===== src/rtl/mips_pkg.sv =====
`default_nettype none
// ============================================================================
// Module   : mips_pkg
// Purpose  : Shared types for the MIPS multiply/divide unit. This package
//            provides the operation and FSM state encodings, plus small
//            helpers that classify an operation.
// Ports    : none (package)
// Revision : 1.0 - initial release
// ============================================================================
package mips_pkg;

  typedef enum logic [1:0] {
    MULT  = 2'b00,
    MULTU = 2'b01,
    DIV   = 2'b10,
    DIVU  = 2'b11
  } muldiv_op_t;

  typedef enum logic [1:0] {
    IDLE = 2'b00,
    RUN  = 2'b01,
    FIX  = 2'b10,
    DONE = 2'b11
  } muldiv_state_t;

  function automatic logic op_is_signed(input muldiv_op_t op);
    return (op == MULT) || (op == DIV);
  endfunction

  function automatic logic op_is_div(input muldiv_op_t op);
    return (op == DIV) || (op == DIVU);
  endfunction

endpackage
`default_nettype wire


===== src/rtl/mips_muldiv_if.sv =====
`default_nettype none
// ============================================================================
// Module   : mips_muldiv_if
// Purpose  : Controller-side bundle of the multiply/divide unit.
// Ports    : master drives enable/start/op/a/b/wr_hi/wr_lo/wdata and
//            observes busy/done/hi/lo/divz; slave is the unit itself.
// Revision : 1.0 - initial release
// ============================================================================
interface mips_muldiv_if #(
  parameter int DBITS = 32
);
  logic             enable;
  logic             start;
  logic [1:0]       op;
  logic [DBITS-1:0] a;
  logic [DBITS-1:0] b;
  logic             wr_hi;
  logic             wr_lo;
  logic [DBITS-1:0] wdata;
  logic             busy;
  logic             done;
  logic [DBITS-1:0] hi;
  logic [DBITS-1:0] lo;
  logic             divz;

  modport master (
    output enable, start, op, a, b, wr_hi, wr_lo, wdata,
    input  busy, done, hi, lo, divz
  );

  modport slave (
    input  enable, start, op, a, b, wr_hi, wr_lo, wdata,
    output busy, done, hi, lo, divz
  );
endinterface
`default_nettype wire


===== src/rtl/muldiv_step.sv =====
`default_nettype none
// ============================================================================
// Module   : muldiv_step
// Purpose  : Combinational iteration slice. It performs BPC unrolled steps on
//            the {acc, q} pair. Multiply mode performs a right-shifting
//            shift-add, and divide mode performs a left-shifting restoring
//            subtract.
// Ports    : i_div  - 1 selects divide, 0 selects multiply
//            i_m    - multiplicand (mul) or divisor (div)
//            i_acc  - upper half of working pair (partial product / remainder)
//            i_q    - lower half (multiplier bits / dividend -> quotient)
//            o_acc  - i_acc after BPC steps
//            o_q    - i_q after BPC steps
// Revision : 1.0 - initial release
// ============================================================================
module muldiv_step #(
  parameter int DBITS = 32,
  parameter int BPC   = 1
) (
  input  wire logic             i_div,
  input  wire logic [DBITS-1:0] i_m,
  input  wire logic [DBITS-1:0] i_acc,
  input  wire logic [DBITS-1:0] i_q,
  output logic      [DBITS-1:0] o_acc,
  output logic      [DBITS-1:0] o_q
);

  logic [DBITS-1:0] w_acc;
  logic [DBITS-1:0] w_q;
  logic [DBITS:0]   w_sum;
  logic [DBITS:0]   w_shl;
  logic [DBITS:0]   w_trial;

  always_comb begin
    w_acc   = i_acc;
    w_q     = i_q;
    w_sum   = '0;
    w_shl   = '0;
    w_trial = '0;
    for (int k = 0; k < BPC; k++) begin
      if (i_div) begin
        // The remainder is always below the divisor, so the shifted value
        // fits in DBITS+1 bits. A borrow out of the trial subtract means
        // "restore".
        w_shl   = {w_acc, w_q[DBITS-1]};
        w_trial = w_shl - {1'b0, i_m};
        w_q     = {w_q[DBITS-2:0], ~w_trial[DBITS]};
        w_acc   = w_trial[DBITS] ? w_shl[DBITS-1:0] : w_trial[DBITS-1:0];
      end else begin
        // The extra sum bit carries into acc. The low sum bit shifts into the
        // freed top of q.
        w_sum = {1'b0, w_acc} + (w_q[0] ? {1'b0, i_m} : {(DBITS+1){1'b0}});
        w_q   = {w_sum[0], w_q[DBITS-1:1]};
        w_acc = w_sum[DBITS:1];
      end
    end
    o_acc = w_acc;
    o_q   = w_q;
  end

endmodule
`default_nettype wire


===== src/rtl/mips_muldiv.sv =====
`default_nettype none
// ============================================================================
// Module   : mips_muldiv
// Purpose  : Iterative MIPS multiply/divide unit. It owns the HI/LO registers
//            and handles mult/multu/div/divu as well as mthi/mtlo. Magnitudes
//            are processed over DBITS/BPC cycles, and the sign is fixed up in
//            a final cycle.
// Ports    : clk   - rising-edge clock
//            reset - asynchronous active-low clear of all state
//            bus   - mips_muldiv_if.slave (enable, start, op, a, b, wr_hi,
//                    wr_lo, wdata in; busy, done, hi, lo, divz out)
// Revision : 1.0 - initial release
// ============================================================================
module mips_muldiv
  import mips_pkg::*;
#(
  parameter int DBITS = 32,  // even, >= 4
  parameter int BPC   = 1    // must divide DBITS
) (
  input wire logic     clk,
  input wire logic     reset,
  mips_muldiv_if.slave bus
);

  localparam int N  = DBITS / BPC;
  localparam int CW = $clog2(N + 1);

  muldiv_state_t    r_state;
  muldiv_op_t       r_op;
  logic [CW-1:0]    r_cnt;
  logic [DBITS-1:0] r_opa;   // |a| for signed ops
  logic [DBITS-1:0] r_opb;   // |b| for signed ops
  logic             r_sa;    // a was negative (signed ops only)
  logic             r_sb;    // b was negative (signed ops only)
  logic [DBITS-1:0] r_acc;
  logic [DBITS-1:0] r_q;
  logic [DBITS-1:0] r_hi;
  logic [DBITS-1:0] r_lo;
  logic             r_done;
  logic             r_divz;

  // Operand capture
  muldiv_op_t       w_start_op;
  logic             w_start_sgn;
  logic             w_a_neg;
  logic             w_b_neg;
  logic [DBITS-1:0] w_a_mag;
  logic [DBITS-1:0] w_b_mag;

  assign w_start_op  = muldiv_op_t'(bus.op);
  assign w_start_sgn = op_is_signed(w_start_op);
  assign w_a_neg     = w_start_sgn & bus.a[DBITS-1];
  assign w_b_neg     = w_start_sgn & bus.b[DBITS-1];
  assign w_a_mag     = w_a_neg ? -bus.a : bus.a;
  assign w_b_mag     = w_b_neg ? -bus.b : bus.b;

  // Iteration slice
  logic             w_is_div;
  logic [DBITS-1:0] w_acc_nxt;
  logic [DBITS-1:0] w_q_nxt;

  assign w_is_div = op_is_div(r_op);

  muldiv_step #(
    .DBITS (DBITS),
    .BPC   (BPC)
  ) u_step (
    .i_div (w_is_div),
    .i_m   (w_is_div ? r_opb : r_opa),
    .i_acc (r_acc),
    .i_q   (r_q),
    .o_acc (w_acc_nxt),
    .o_q   (w_q_nxt)
  );

  // Sign fix-up applied in FIX. Because r_sa and r_sb are zero for unsigned
  // ops, no op check is needed here. The most-negative / -1 case falls out
  // naturally, since negating 0x80..0 yields itself.
  logic [2*DBITS-1:0] w_prod;
  logic [2*DBITS-1:0] w_prod_fix;
  logic [DBITS-1:0]   w_quot;
  logic [DBITS-1:0]   w_rem;
  logic [DBITS-1:0]   w_orig_a;
  logic               w_divz;
  logic [DBITS-1:0]   w_res_hi;
  logic [DBITS-1:0]   w_res_lo;

  assign w_prod     = {r_acc, r_q};
  assign w_prod_fix = (r_sa ^ r_sb) ? -w_prod : w_prod;
  assign w_quot     = (r_sa ^ r_sb) ? -r_q : r_q;
  assign w_rem      = r_sa ? -r_acc : r_acc;
  assign w_orig_a   = r_sa ? -r_opa : r_opa;
  assign w_divz     = (r_opb == '0);

  always_comb begin
    w_res_hi = '0;
    w_res_lo = '0;
    if (!w_is_div) begin
      {w_res_hi, w_res_lo} = w_prod_fix;
    end else if (w_divz) begin
      w_res_hi = w_orig_a;
      w_res_lo = '1;
    end else begin
      w_res_hi = w_rem;
      w_res_lo = w_quot;
    end
  end

  // Control FSM and datapath registers
  always_ff @(posedge clk or negedge reset) begin
    if (!reset) begin
      r_state <= IDLE;
      r_op    <= MULT;
      r_cnt   <= '0;
      r_opa   <= '0;
      r_opb   <= '0;
      r_sa    <= 1'b0;
      r_sb    <= 1'b0;
      r_acc   <= '0;
      r_q     <= '0;
      r_hi    <= '0;
      r_lo    <= '0;
      r_done  <= 1'b0;
      r_divz  <= 1'b0;
    end else if (bus.enable) begin
      case (r_state)
        IDLE: begin
          if (bus.start) begin
            // When start and mthi/mtlo are asserted together, start wins and
            // the register writes are dropped.
            r_op    <= w_start_op;
            r_opa   <= w_a_mag;
            r_opb   <= w_b_mag;
            r_sa    <= w_a_neg;
            r_sb    <= w_b_neg;
            r_acc   <= '0;
            r_q     <= op_is_div(w_start_op) ? w_a_mag : w_b_mag;
            r_cnt   <= CW'(N);
            r_divz  <= 1'b0;
            r_state <= RUN;
          end else begin
            if (bus.wr_hi) r_hi <= bus.wdata;
            if (bus.wr_lo) r_lo <= bus.wdata;
          end
        end
        RUN: begin
          r_acc <= w_acc_nxt;
          r_q   <= w_q_nxt;
          r_cnt <= r_cnt - CW'(1);
          if (r_cnt == CW'(1)) r_state <= FIX;
        end
        FIX: begin
          r_hi    <= w_res_hi;
          r_lo    <= w_res_lo;
          r_divz  <= w_is_div & w_divz;
          r_done  <= 1'b1;
          r_state <= DONE;
        end
        DONE: begin
          r_done  <= 1'b0;
          r_state <= IDLE;
        end
        default: r_state <= IDLE;
      endcase
    end
  end

  assign bus.busy = (r_state != IDLE);
  assign bus.done = r_done;
  assign bus.hi   = r_hi;
  assign bus.lo   = r_lo;
  assign bus.divz = r_divz;

endmodule
`default_nettype wire


===== src/flat_wrapper.sv =====
// flat-port wrapper written by rule: the top's interface ports become plain ports
module mips_muldiv_flat import mips_pkg::*;
#(
  parameter int DBITS = 32,               
  parameter int BPC   = 1                        
)
  (clk, reset, bus_enable, bus_start, bus_op, bus_a, bus_b, bus_wr_hi, bus_wr_lo, bus_wdata, bus_busy, bus_done, bus_hi, bus_lo, bus_divz);
  mips_muldiv_if #(.DBITS(DBITS)) bus_i ();
  input wire logic clk;
  input wire logic reset;
  input wire logic [$bits(bus_i.enable)-1:0] bus_enable;
  input wire logic [$bits(bus_i.start)-1:0] bus_start;
  input wire logic [$bits(bus_i.op)-1:0] bus_op;
  input wire logic [$bits(bus_i.a)-1:0] bus_a;
  input wire logic [$bits(bus_i.b)-1:0] bus_b;
  input wire logic [$bits(bus_i.wr_hi)-1:0] bus_wr_hi;
  input wire logic [$bits(bus_i.wr_lo)-1:0] bus_wr_lo;
  input wire logic [$bits(bus_i.wdata)-1:0] bus_wdata;
  output wire logic [$bits(bus_i.busy)-1:0] bus_busy;
  output wire logic [$bits(bus_i.done)-1:0] bus_done;
  output wire logic [$bits(bus_i.hi)-1:0] bus_hi;
  output wire logic [$bits(bus_i.lo)-1:0] bus_lo;
  output wire logic [$bits(bus_i.divz)-1:0] bus_divz;
  assign bus_i.enable = bus_enable;
  assign bus_i.start = bus_start;
  assign bus_i.op = bus_op;
  assign bus_i.a = bus_a;
  assign bus_i.b = bus_b;
  assign bus_i.wr_hi = bus_wr_hi;
  assign bus_i.wr_lo = bus_wr_lo;
  assign bus_i.wdata = bus_wdata;
  assign bus_busy = bus_i.busy;
  assign bus_done = bus_i.done;
  assign bus_hi = bus_i.hi;
  assign bus_lo = bus_i.lo;
  assign bus_divz = bus_i.divz;
  mips_muldiv #(.DBITS(DBITS), .BPC(BPC)) u_core (.clk(clk), .reset(reset), .bus(bus_i));
endmodule

===== config.mk =====
export PLATFORM = sky130hd
export DESIGN_NAME = mips_muldiv_flat
export DESIGN_NICKNAME = d
export VERILOG_FILES = /design/src/rtl/mips_pkg.sv /design/src/rtl/mips_muldiv_if.sv /design/src/rtl/muldiv_step.sv /design/src/rtl/mips_muldiv.sv /design/src/flat_wrapper.sv
export SDC_FILE = /design/constraint.sdc
export NUM_CORES = 1
export LEC_CHECK = 0
export CAP_MARGIN = 20
export CORE_MARGIN = 2
export CORE_UTILIZATION = 25
export DETAILED_ROUTE_END_ITERATION = 12
export SLEW_MARGIN = 20
export SYNTH_ARGS = -nofsm -noshare
export SYNTH_HDL_FRONTEND = slang
export SYNTH_SLANG_ARGS = --single-unit

===== constraint.sdc =====
create_clock -name clk -period 9.25 [get_ports clk]
set_input_delay 2.775 -clock clk [delete_from_list [all_inputs] [get_ports clk]]
set_output_delay 2.775 -clock clk [all_outputs]
set_load 0.01 [all_outputs]

==> metrics.cfg, run 1 <==
[run_status]
status = complete, no violations

[route]
vias_per_cell = 5.401
ant_nets = 0
route.detailed.wl_per_inst_um = 21.04
totalWireLength_mm = 69.27
dr_total_vias = 17780
drc = 0
dr.pass1.iters = 7
drt_iter0_drc = 2025

[floorplan]
dieArea_sq_mm = 0.07374
die_w_um = 271.6
core.rowCount = 98
start_util = 0.2516
die_h_um = 271.6
ios = 171
coreArea_sq_mm = 0.07112

[clock_tree]
cts-hold-fix-buffers = 0
clkLatencyLatePin_ns = 0.57
clk_path_buf_depth = 3
clock-sinks = 205
cts.htree.levels = 1
cts_tree = done
cts_made_buffers = 26
root_buffer = clkbuf_16
post_cts_resize_count = 0
clkTransAtPathRegs_ns = 0.06
post-cts-setup-buffers = 0

[sta]
slew-limit-headroom = 0.2686
tightest_slew_ns = 1.095
clock_skew_ns = 0.02010
postLayoutSetupSlackWorst_ns = 3.954
max_freq_mhz = 188.8
rsz0062_at_grt = false
slew_violations = 0
fin_crit_ns = 5.296
setup_violations = 0
fin_crit_sh = 0.5725
hold_viol_final = 0
setup_tns_ns = 0

[critical_path]
reg2reg_depth = 12
start_kind = primary input
r2r_setup_slack_ns = 4.00
reg2reg_to = u_core.r_acc[3]
cp.arrival_ns = 5.70
crit_required_ns = 9.66
worstPathMaxFanout = 6
crit_type = in -> reg
timing.rr.start = u_core.r_op[1]
critPathCaptureType = register

[synth]
synth_area_sq_mm = 0.01790
synth-edff-count = 0
syn_nets = 2435
ys_warn_count = 0
async_reset_ff_frac = 1.000
netlist_instances = 2254
synth-seq-area-share = 0.2867
avgSynthCellArea_sq_um = 7.940
synth-seq-cells = 205
synthFlopType = dfrtp_1
yosys.cell_types.count = 78

[final_layout]
n_fill_cell = 7692
drive_gt1_frac = 0.05722
area_growth_syn_to_layout_pct = 19.45
stdcell_area_sq_mm = 0.02138
antenna_cells = 0
fin_nets = 2506

[placement]
place_hpwl_mm = 53.01
numPortBuffers = 170
dp_slack_ns = 3.357
gp_congestion = 0.9392
placed_cell_area_sq_mm = 0.02046

[pwr]
p_sw_frac = 0.5219
switchingPower_uw = 4652
irDropWorstVdd_uv = 274.3
comb_power_share = 0.637
power_per_cell_area_mw_per_mm2 = 417.0
leakagePower_uw = 0.008610
p_clk_frac = 0.125
internal_power_uw = 4262
pwr-share-seq = 0.238

[global_route]
grt_pass1_vias = 16420
use_met1 = 0.2591
overflow = 0
antenna_found_initial = 0
grtUsageMet2 = 0.2673
grt_max_degree = 146
grt_pass1_wl_mm = 104.1
grtUsageTotal = 0.1804
met3_usage = 0.03733
globalRoute.busiestLayer = met2

[hold_path]
hold_path.class = reg -> reg
hold_path_startpoint = u_core.bus.lo[12]
min_path_cells = 2
hold_path_end = u_core.bus.lo[12]

[run]
maxCapViolCount = 0

## cell usage in the layout, fill, tap and decap left out, types with 27 or more instances in the layout
cell type	netlist	routed
a21o_1	34	34
a21oi_1	180	180
a31oi_1	34	34
buf_4	4	28
clkdlybuf4s50_1	0	169
dfrtp_1	205	203
ha_1	75	74
inv_1	43	43
mux2i_1	107	107
nand2_1	273	273
nand3_1	38	37
nor2_1	196	195
nor3_1	48	48
nor4_1	28	28
o21ai_0	235	235
o22ai_1	33	33
or3_1	27	27
xnor2_1	97	96
xor2_1	98	97
## state kept, by name (all words and copies together) (netlist names)
register	count
u_core.bus.lo	32
u_core.r_opb	32
u_core.r_cnt	6
u_core.r_sa	1
u_core.r_opa	32
u_core.bus.done	1
u_core.bus.divz	1
u_core.r_state	2
u_core.r_acc	32
u_core.r_q	32
u_core.r_sb	1
u_core.r_op	1
u_core.bus.hi	32
## synthesized netlist by cell type, types with 6 or more instances
| master | instances | area [sq um] |
|---|---|---|
| nand2_1 | 273 | 1025 |
| a221oi_1 | 9 | 78.83 |
| a41oi_1 | 7 | 61.31 |
| nand4_1 | 14 | 87.58 |
| o22ai_1 | 33 | 206.5 |
| mux4_2 | 8 | 180.2 |
| nand3b_1 | 6 | 45.04 |
| o21ai_0 | 235 | 1176 |
| a31oi_1 | 34 | 212.7 |
| or3_1 | 27 | 168.9 |
| nand2b_1 | 15 | 93.84 |
| o41ai_1 | 19 | 166.4 |
| nand3_1 | 38 | 190.2 |
| a211oi_1 | 25 | 187.7 |
| o221ai_1 | 10 | 87.58 |
| clkbuf_1 | 127 | 476.7 |
| o211ai_1 | 20 | 150.1 |
| o21bai_1 | 8 | 60.06 |
| o21a_1 | 12 | 90.09 |
| and3_1 | 12 | 75.07 |
| a21oi_1 | 180 | 900.9 |
| nor2b_1 | 15 | 93.84 |
| xnor2_1 | 97 | 849.6 |
| a22oi_1 | 15 | 112.6 |
| or4_1 | 11 | 82.58 |
| mux2_2 | 14 | 157.7 |
| buf_1 | 14 | 52.55 |
| dfrtp_1 | 205 | 5130 |
| inv_1 | 43 | 161.4 |
| xor2_1 | 98 | 858.3 |
| ha_1 | 75 | 938.4 |
| mux2i_1 | 107 | 1071 |
| nor4_1 | 28 | 175.2 |
| and2_1 | 10 | 62.56 |
| buf_2 | 11 | 55.05 |
| nor2_1 | 196 | 735.7 |
| nor3_1 | 48 | 240.2 |
| o31ai_1 | 26 | 195.2 |
| a21o_1 | 34 | 255.2 |
## critical path, cell delays in order
cell and delay (ns):
clkdlybuf4s50_1 0.45, or3_4 0.42, or4_1 0.54, or4_4 0.56
or4_4 0.47, o31ai_4 0.19, xor2_1 0.20, o21ai_0 0.10
## per-stage QoR
| step | power (uW) | std cells | hold WS, ns | util |
|---|---|---|---|---|
| global placement | 7611 | 3247 | 0.4632 | 0.2877 |
| floorplan | 5731 | 2254 | 0.4715 | - |
| CTS | 8772 | 3292 | 0.4818 | 0.3006 |
| finish | 8914 | 3292 | 0.4777 | 0.3006 |
| detailed placement | 7635 | 3247 | 0.4685 | 0.2877 |
| global route | 9473 | 3292 | 0.5121 | 0.3006 |
## layer usage
metal,vias up,part of all wire,wire (um)
li1,8374,-,-
met1,8498,0.45,31210
met2,802,0.42,29170
met3,105,0.093,6463
met4,0,0.035,2434
met5,-,0,0
## cell type report
class                           count  area [sq um]  area share
Multi-Input combinational cell   1849         12040      0.5631
Clock inverter                     10         191.4    0.008955
Inverter                           44         165.2    0.007726
Clock buffer                       35         724.4     0.03389
Tap cell                          950          1189     0.05560
Timing Repair Buffer              199          1936     0.09055
Sequential cell                   205          5135      0.2402
## logic make-up (layout without fill, tap and decap cells)
| family | after synthesis | after routing | synth area share |
|---|---|---|---|
| and+or+nand+nor | 727 | 727 | 0.1925 |
| AOI/OAI and AO/OA | 721 | 721 | 0.2485 |
| DFF | 205 | 205 | 0.2867 |
| buffers and inverters | 200 | 288 | 0.04356 |
| xor gates and xnor gates | 195 | 195 | 0.09543 |
| muxes | 129 | 129 | 0.07872 |
| adders and majority gates | 77 | 77 | 0.05467 |
## how the worst max path moves through the flow
stage / endpoint / cells after the start / from / slack, ns
after floorplan: u_core.r_q[28] / 8 / bus_b[8] / 4.00
after global placement: u_core.r_q[28] / 8 / bus_b[8] / 3.38
after detailed placement: u_core.r_q[28] / 8 / bus_b[8] / 3.36
after CTS: u_core.r_q[28] / 8 / bus_b[8] / 3.94
after global routing: u_core.r_q[29] / 9 / bus_b[2] / 3.71
final: u_core.r_opb[28] / 8 / bus_b[8] / 3.95
## power groups by stage
stage / sequential [uW] / combinational [uW] / clock (uW)
after floorplan: 1710 / 4020 / 0
after global placement: 2080 / 5530 / 0
after detailed placement: 2090 / 5540 / 0
after CTS: 2080 / 5570 / 1130
after global routing: 2150 / 6150 / 1170
final: 2120 / 5670 / 1120
(Power assumes the default switching activity.)
==> run 2: changes to the inputs <==
==> constraint.sdc (replaced) <==
create_clock -name clk -period 5.3 [get_ports clk]
set_input_delay 1.59 -clock clk [delete_from_list [all_inputs] [get_ports clk]]
set_output_delay 1.59 -clock clk [all_outputs]
set_load 0.01 [all_outputs]
==> metrics.cfg, run 2 (synthesized netlist as in run 1, its figures left out) <==
[placement]
place_inst = 3267
numPortBuffers = 170
place_hpwl_mm = 53.69
gp_congestion = 0.9551

[run]
maxCapViolCount = 0

[global_route]
grt_max_degree = 96
grt_pass1_vias = 16650
grtUsageTotal = 0.1798
overflow = 0
grt_pass1_wl_mm = 104.4
antenna_found_initial = 1

[clock_tree]
cts.htree.levels = 1
clock-sinks = 205
clk_path_buf_depth = 3
clkLatencyLatePin_ns = 0.55
cts-hold-fix-buffers = 0
post-cts-setup-buffers = 0
root_buffer = clkbuf_16
clkTransAtPathRegs_ns = 0.06
post_cts_resize_count = 0
cts_tree = done
cts_made_buffers = 25

[critical_path]
critPathCapture = u_core.r_acc[3]
start_kind = register
crit_type = reg -> reg
critPathLaunch = u_core.r_op[1]
worstPathMaxFanout = 24
reg2reg_depth = 15
cp.arrival_ns = 4.98
r2r_setup_slack_ns = 0.75
timing.rr.start = u_core.r_op[1]
critPathCaptureType = register
reg2reg_to = u_core.r_acc[3]
crit_required_ns = 5.72

[pwr]
leakagePower_uw = 0.008648
power_per_cell_area_mw_per_mm2 = 709.9
irDropWorstVdd_uv = 359.6

[floorplan]
die_h_um = 271.6
core.rowCount = 98
dieArea_sq_mm = 0.07374
ios = 171
start_util = 0.2516
coreArea_sq_mm = 0.07112
die_w_um = 271.6

[sta]
tightest_slew_ns = 1.023
slew_violations = 0
setup_tns_ns = 0
clock_skew_ns = 0.02242
fin_crit_ns = 4.553
fin_crit_sh = 0.8590
hold_viol_final = 0
slew-limit-headroom = 0.3085
setup_violations = 0
rsz0062_at_grt = false
max_freq_mhz = 219.6

[final_layout]
fin_nets = 2525
area_growth_syn_to_layout_pct = 19.47
antenna_cells = 0
stdcell_count = 3309
drive_gt1_frac = 0.06486
final_common_cell = nand2_1
layout_common_cells = nand2_1 (273), o21ai_0 (235), dfrtp_1 (203)

[route]
totalWireLength_mm = 68.64
dr.pass1.iters = 5
drt_iter0_drc = 1901
dr_total_vias = 17810
drc = 0
vias_per_cell = 5.381
route.detailed.wl_per_inst_um = 20.74
ant_nets = 0

[hold_path]
hold_path.class = reg -> reg

[run_status]
status = complete, no violations

run 2: cell count changes in the layout (fill, tap and decap cells not counted), moves of 2 or more:
cell and change:
bufinv_16 -5, buf_4 +18, inv_6 +2, clkbuf_1 -2, clkinv_2 +4
run 2: report_power, final:
| part | switching (uW) | internal, uW | total [uW] |
|---|---|---|---|
| sequential | 1290 | 2300 | 3590 |
| combinational | 5950 | 4020 | 9970 |
| clock | 719 | 905 | 1620 |
| total | 7960 | 7220 | 15200 |
run 2: metal layers:
layer  share of wire  track usage  wire length (um)  up-vias
li1                -            -                 -     8423
met1            0.45       0.2558             31210     8555
met2            0.42       0.2681             28920      697
met4           0.038      0.05928              2615        2
met5         0.00026            0                18        -
met3           0.085      0.03919              5868      129
run 2: through the flow:
stage	cell area, sq um	hold WS, ns	total power, uW	util	worst slack [ns]
floorplan	17900	0.4715	10000	-	1.116
global placement	20620	0.4630	13280	0.2899	0.6229
detailed placement	20630	0.4693	13320	0.2901	0.5866
CTS	21380	0.4831	15000	0.3006	0.7906
global route	21380	0.5062	16300	0.3006	0.4738
finish	21380	0.4769	15180	0.3006	0.7472
run 2: layout make-up:
cell class | count | area, sq um
fill | 7706 | 49740
multi-input combinational | 1849 | 12040
sequential | 205 | 5135
timing repair buffer | 219 | 2106
tap | 950 | 1189
clock buffer | 31 | 678.2
inverter | 44 | 165.2
clock inverter | 11 | 71.32
run 2: worst min-delay path by stage:
stage	slack, ns	endpoint	startpoint	cells past startpoint
detailed placement	0.47	u_core.bus.lo[3]	u_core.bus.lo[3]	2
global route	0.51	u_core.bus.lo[19]	u_core.bus.lo[19]	2
CTS	0.48	u_core.bus.lo[3]	u_core.bus.lo[3]	2
floorplan	0.47	u_core.r_opb[16]	u_core.r_opb[16]	2
global placement	0.46	u_core.bus.lo[20]	u_core.bus.lo[20]	2
finish	0.48	u_core.bus.hi[1]	u_core.bus.hi[1]	2
run 2: worst max-delay path: stages, from the launching register on:
cell and delay (ns):
dfrtp_4 0.57, buf_4 0.28, o21ai_0 0.26, ha_1 0.21, inv_1 0.06, fa_1 0.43, a211oi_1 0.34, o21a_1 0.18
nor3_1 0.09, a2111o_1 0.56, and4_1 0.27, a211oi_4 0.20, buf_4 0.25, mux2_2 0.35, a211oi_1 0.30, nor2_1 0.08
==> run 3: changes to the inputs <==
--- a/config.mk
+++ b/config.mk
@@ -7,8 +7,9 @@
 export LEC_CHECK = 0
 export CAP_MARGIN = 20
 export CORE_MARGIN = 2
-export CORE_UTILIZATION = 25
+export CORE_UTILIZATION = 54
 export DETAILED_ROUTE_END_ITERATION = 12
+export PLACE_DENSITY = 0.8
 export SLEW_MARGIN = 20
 export SYNTH_ARGS = -nofsm -noshare
 export SYNTH_HDL_FRONTEND = slang
==> constraint.sdc (replaced) <==
create_clock -name clk -period 3.94 [get_ports clk]
set_input_delay 1.182 -clock clk [delete_from_list [all_inputs] [get_ports clk]]
set_output_delay 1.182 -clock clk [all_outputs]
set_load 0.01 [all_outputs]
==> metrics.cfg, run 3 (synthesized netlist as in run 1, its figures left out) <==
[run_status]
status = complete, but fails checks
violations = setup timing

[clock_tree]
cts-hold-fix-buffers = 0
clkTransAtPathRegs_ns = 0.06
cts.htree.levels = 1
cts_tree = done
clk_path_buf_depth = 3
clkLatencyLatePin_ns = 0.54
root_buffer = clkbuf_16
clock-sinks = 205
cts_made_buffers = 24

[global_route]
grtUsageMet2 = 0.5929
grt_pass1_vias = 17970
grtUsageTotal = 0.3847
globalRoute.busiestLayer = met2
overflow = 0
met3_usage = 0.06457
use_met1 = 0.5256
grt_pass1_wl_mm = 102.8
grt_max_degree = 84
antenna_found_initial = 0

[placement]
numPortBuffers = 170
gp_congestion = 0.9987
place_hpwl_mm = 52.45
dp_slack_ns = -0.1989

[floorplan]
coreArea_sq_mm = 0.03262
ios = 171
core.rowCount = 66
die_h_um = 186.0
dieArea_sq_mm = 0.03461
start_util = 0.5486
die_w_um = 186.0

[route]
drt_iter0_drc = 2403
drc = 0
ant_nets = 0
dr.pass1.iters = 7
vias_per_cell = 6.558
totalWireLength_mm = 68.51
route.detailed.wl_per_inst_um = 23.16
dr_total_vias = 19400

[critical_path]
critPathCaptureType = register
crit_type = reg -> reg
cp.arrival_ns = 4.41
cp.depth = 13
reg2reg_to = u_core.r_acc[27]
worst_path_largest_cell_delay_ns = 0.58
cpMaxStageDelayCell = a2111o_1
critPathCapture = u_core.r_acc[27]
reg2reg_depth = 13
worstPathMaxFanout = 8
crit_required_ns = 4.41
critPathLaunch = u_core.r_op[1]
crit_buf_inv = 3
path_cells = buf_12 -> mux2i_2 -> ha_2 -> o21ai_1 -> o21a_1 -> nor3_2 -> a2111o_1 -> and4_4 -> a211oi_4 -> buf_4 -> clkbuf_16 -> or4b_4 -> nand3_2
r2r_setup_slack_ns = -0.0003
start_kind = register
timing.rr.start = u_core.r_op[1]
critPathTopFamily = compound AO/OA/AOI/OAI gates

[sta]
hold_viol_final = 0
postLayoutSetupSlackWorst_ns = -0.0002949
tightest_slew_ns = 0.9816
max_freq_mhz = 253.8
setup_violations = 1
fin_crit_ns = 3.940
clock_skew_ns = 0.01376
fin_crit_sh = 1.000
slew_violations = 0
slew-limit-headroom = 0.3451

[final_layout]
layout_common_cells = nand2_1 (273), o21ai_0 (232), dfrtp_1 (204)
antenna_cells = 0
multi_input_area_sq_mm = 0.01220
area_growth_syn_to_layout_pct = 24.42
seqCellArea_sq_mm = 0.005134
n_fill_cell = 2643
fin_nets = 2680
final_common_cell = nand2_1
drive_gt1_frac = 0.1339

[hold_path]
hold_path.class = reg -> reg

[pwr]
finalPower_uw = 22490
irDropWorstVdd_uv = 432.1
leakagePower_uw = 0.009488
power_per_cell_area_mw_per_mm2 = 1010

[run]
maxCapViolCount = 0

run 3: cell types whose count changed in the layout (fill, tap and decap cells not counted), moves of 2 or more:
cell	change
clkbuf_16	+3
clkinv_2	-2
buf_4	+146
ha_1	-6
mux2i_4	+2
buf_12	+6
o21ai_1	+2
o21ai_0	-3
mux2i_1	-9
mux2i_2	+7
ha_2	+5
a211oi_1	-2
a2111oi_0	-2
run 3: how the worst min path moves through the flow:
| stage | startpoint | end | slack [ns] | cells after the start |
|---|---|---|---|---|
| finish | u_core.bus.hi[21] | u_core.bus.hi[21] | 0.48 | 2 |
| global route | u_core.bus.hi[10] | u_core.bus.hi[10] | 0.51 | 2 |
| CTS | u_core.bus.lo[28] | u_core.bus.lo[28] | 0.48 | 2 |
| detailed placement | u_core.bus.lo[28] | u_core.bus.lo[28] | 0.47 | 2 |
| global placement | u_core.bus.hi[21] | u_core.bus.hi[21] | 0.46 | 2 |
| floorplan | u_core.r_opb[16] | u_core.r_opb[16] | 0.47 | 2 |
run 3: routing by layer:
layer	share of wire	vias up
met5	0	-
met4	0.054	0
met3	0.11	228
met2	0.44	1192
met1	0.40	9245
li1	-	8735
run 3: repair_timing:
action / 4_1_cts / 5_1_grt
gates cloned: 0 / 4
pin swaps: 0 / 10
buffers inserted: 0 / 8
endpoints found under the setup margin: 7 / 32
gates resized for setup: 2 / 42
run 3: through the flow:
step           area, sq um    TNS (ns)  std cells  hold slack, ns    util
6_report             22270  -0.0002949       2958          0.4776  0.6826
5_1_grt              22270     -0.3104       2958          0.5080  0.6826
4_1_cts              21930   -0.003165       2946          0.4831  0.6723
3_5_place_dp         21140      -1.468       2903          0.4700  0.6481
3_3_place_gp         21140     -0.9513       2903          0.4613  0.6481
2_1_floorplan        17910           0       2254          0.4715       -
run 3: worst min-delay path: stages, from the launching register on:
cell and delay (ns):
dfrtp_1 0.34, nand2_1 0.04, o21ai_0 0.06
run 3: area by class of cell:
type                            instances  share of cell area
Clock inverter                         11            0.004776
Sequential cell                       205              0.2306
Clock buffer                           32             0.03012
Timing Repair Buffer                  375              0.1542
Inverter                               44            0.007417
Tap cell                              442             0.02484
Multi-Input combinational cell       1849              0.5480
run 3: power by group:
part           internal (uW)  total, uW  switching [uW]
Clock                   1270       2200             930
Sequential              3110       4310            1210
Combinational           6810      16000            9170
Total                  11200      22500           11300
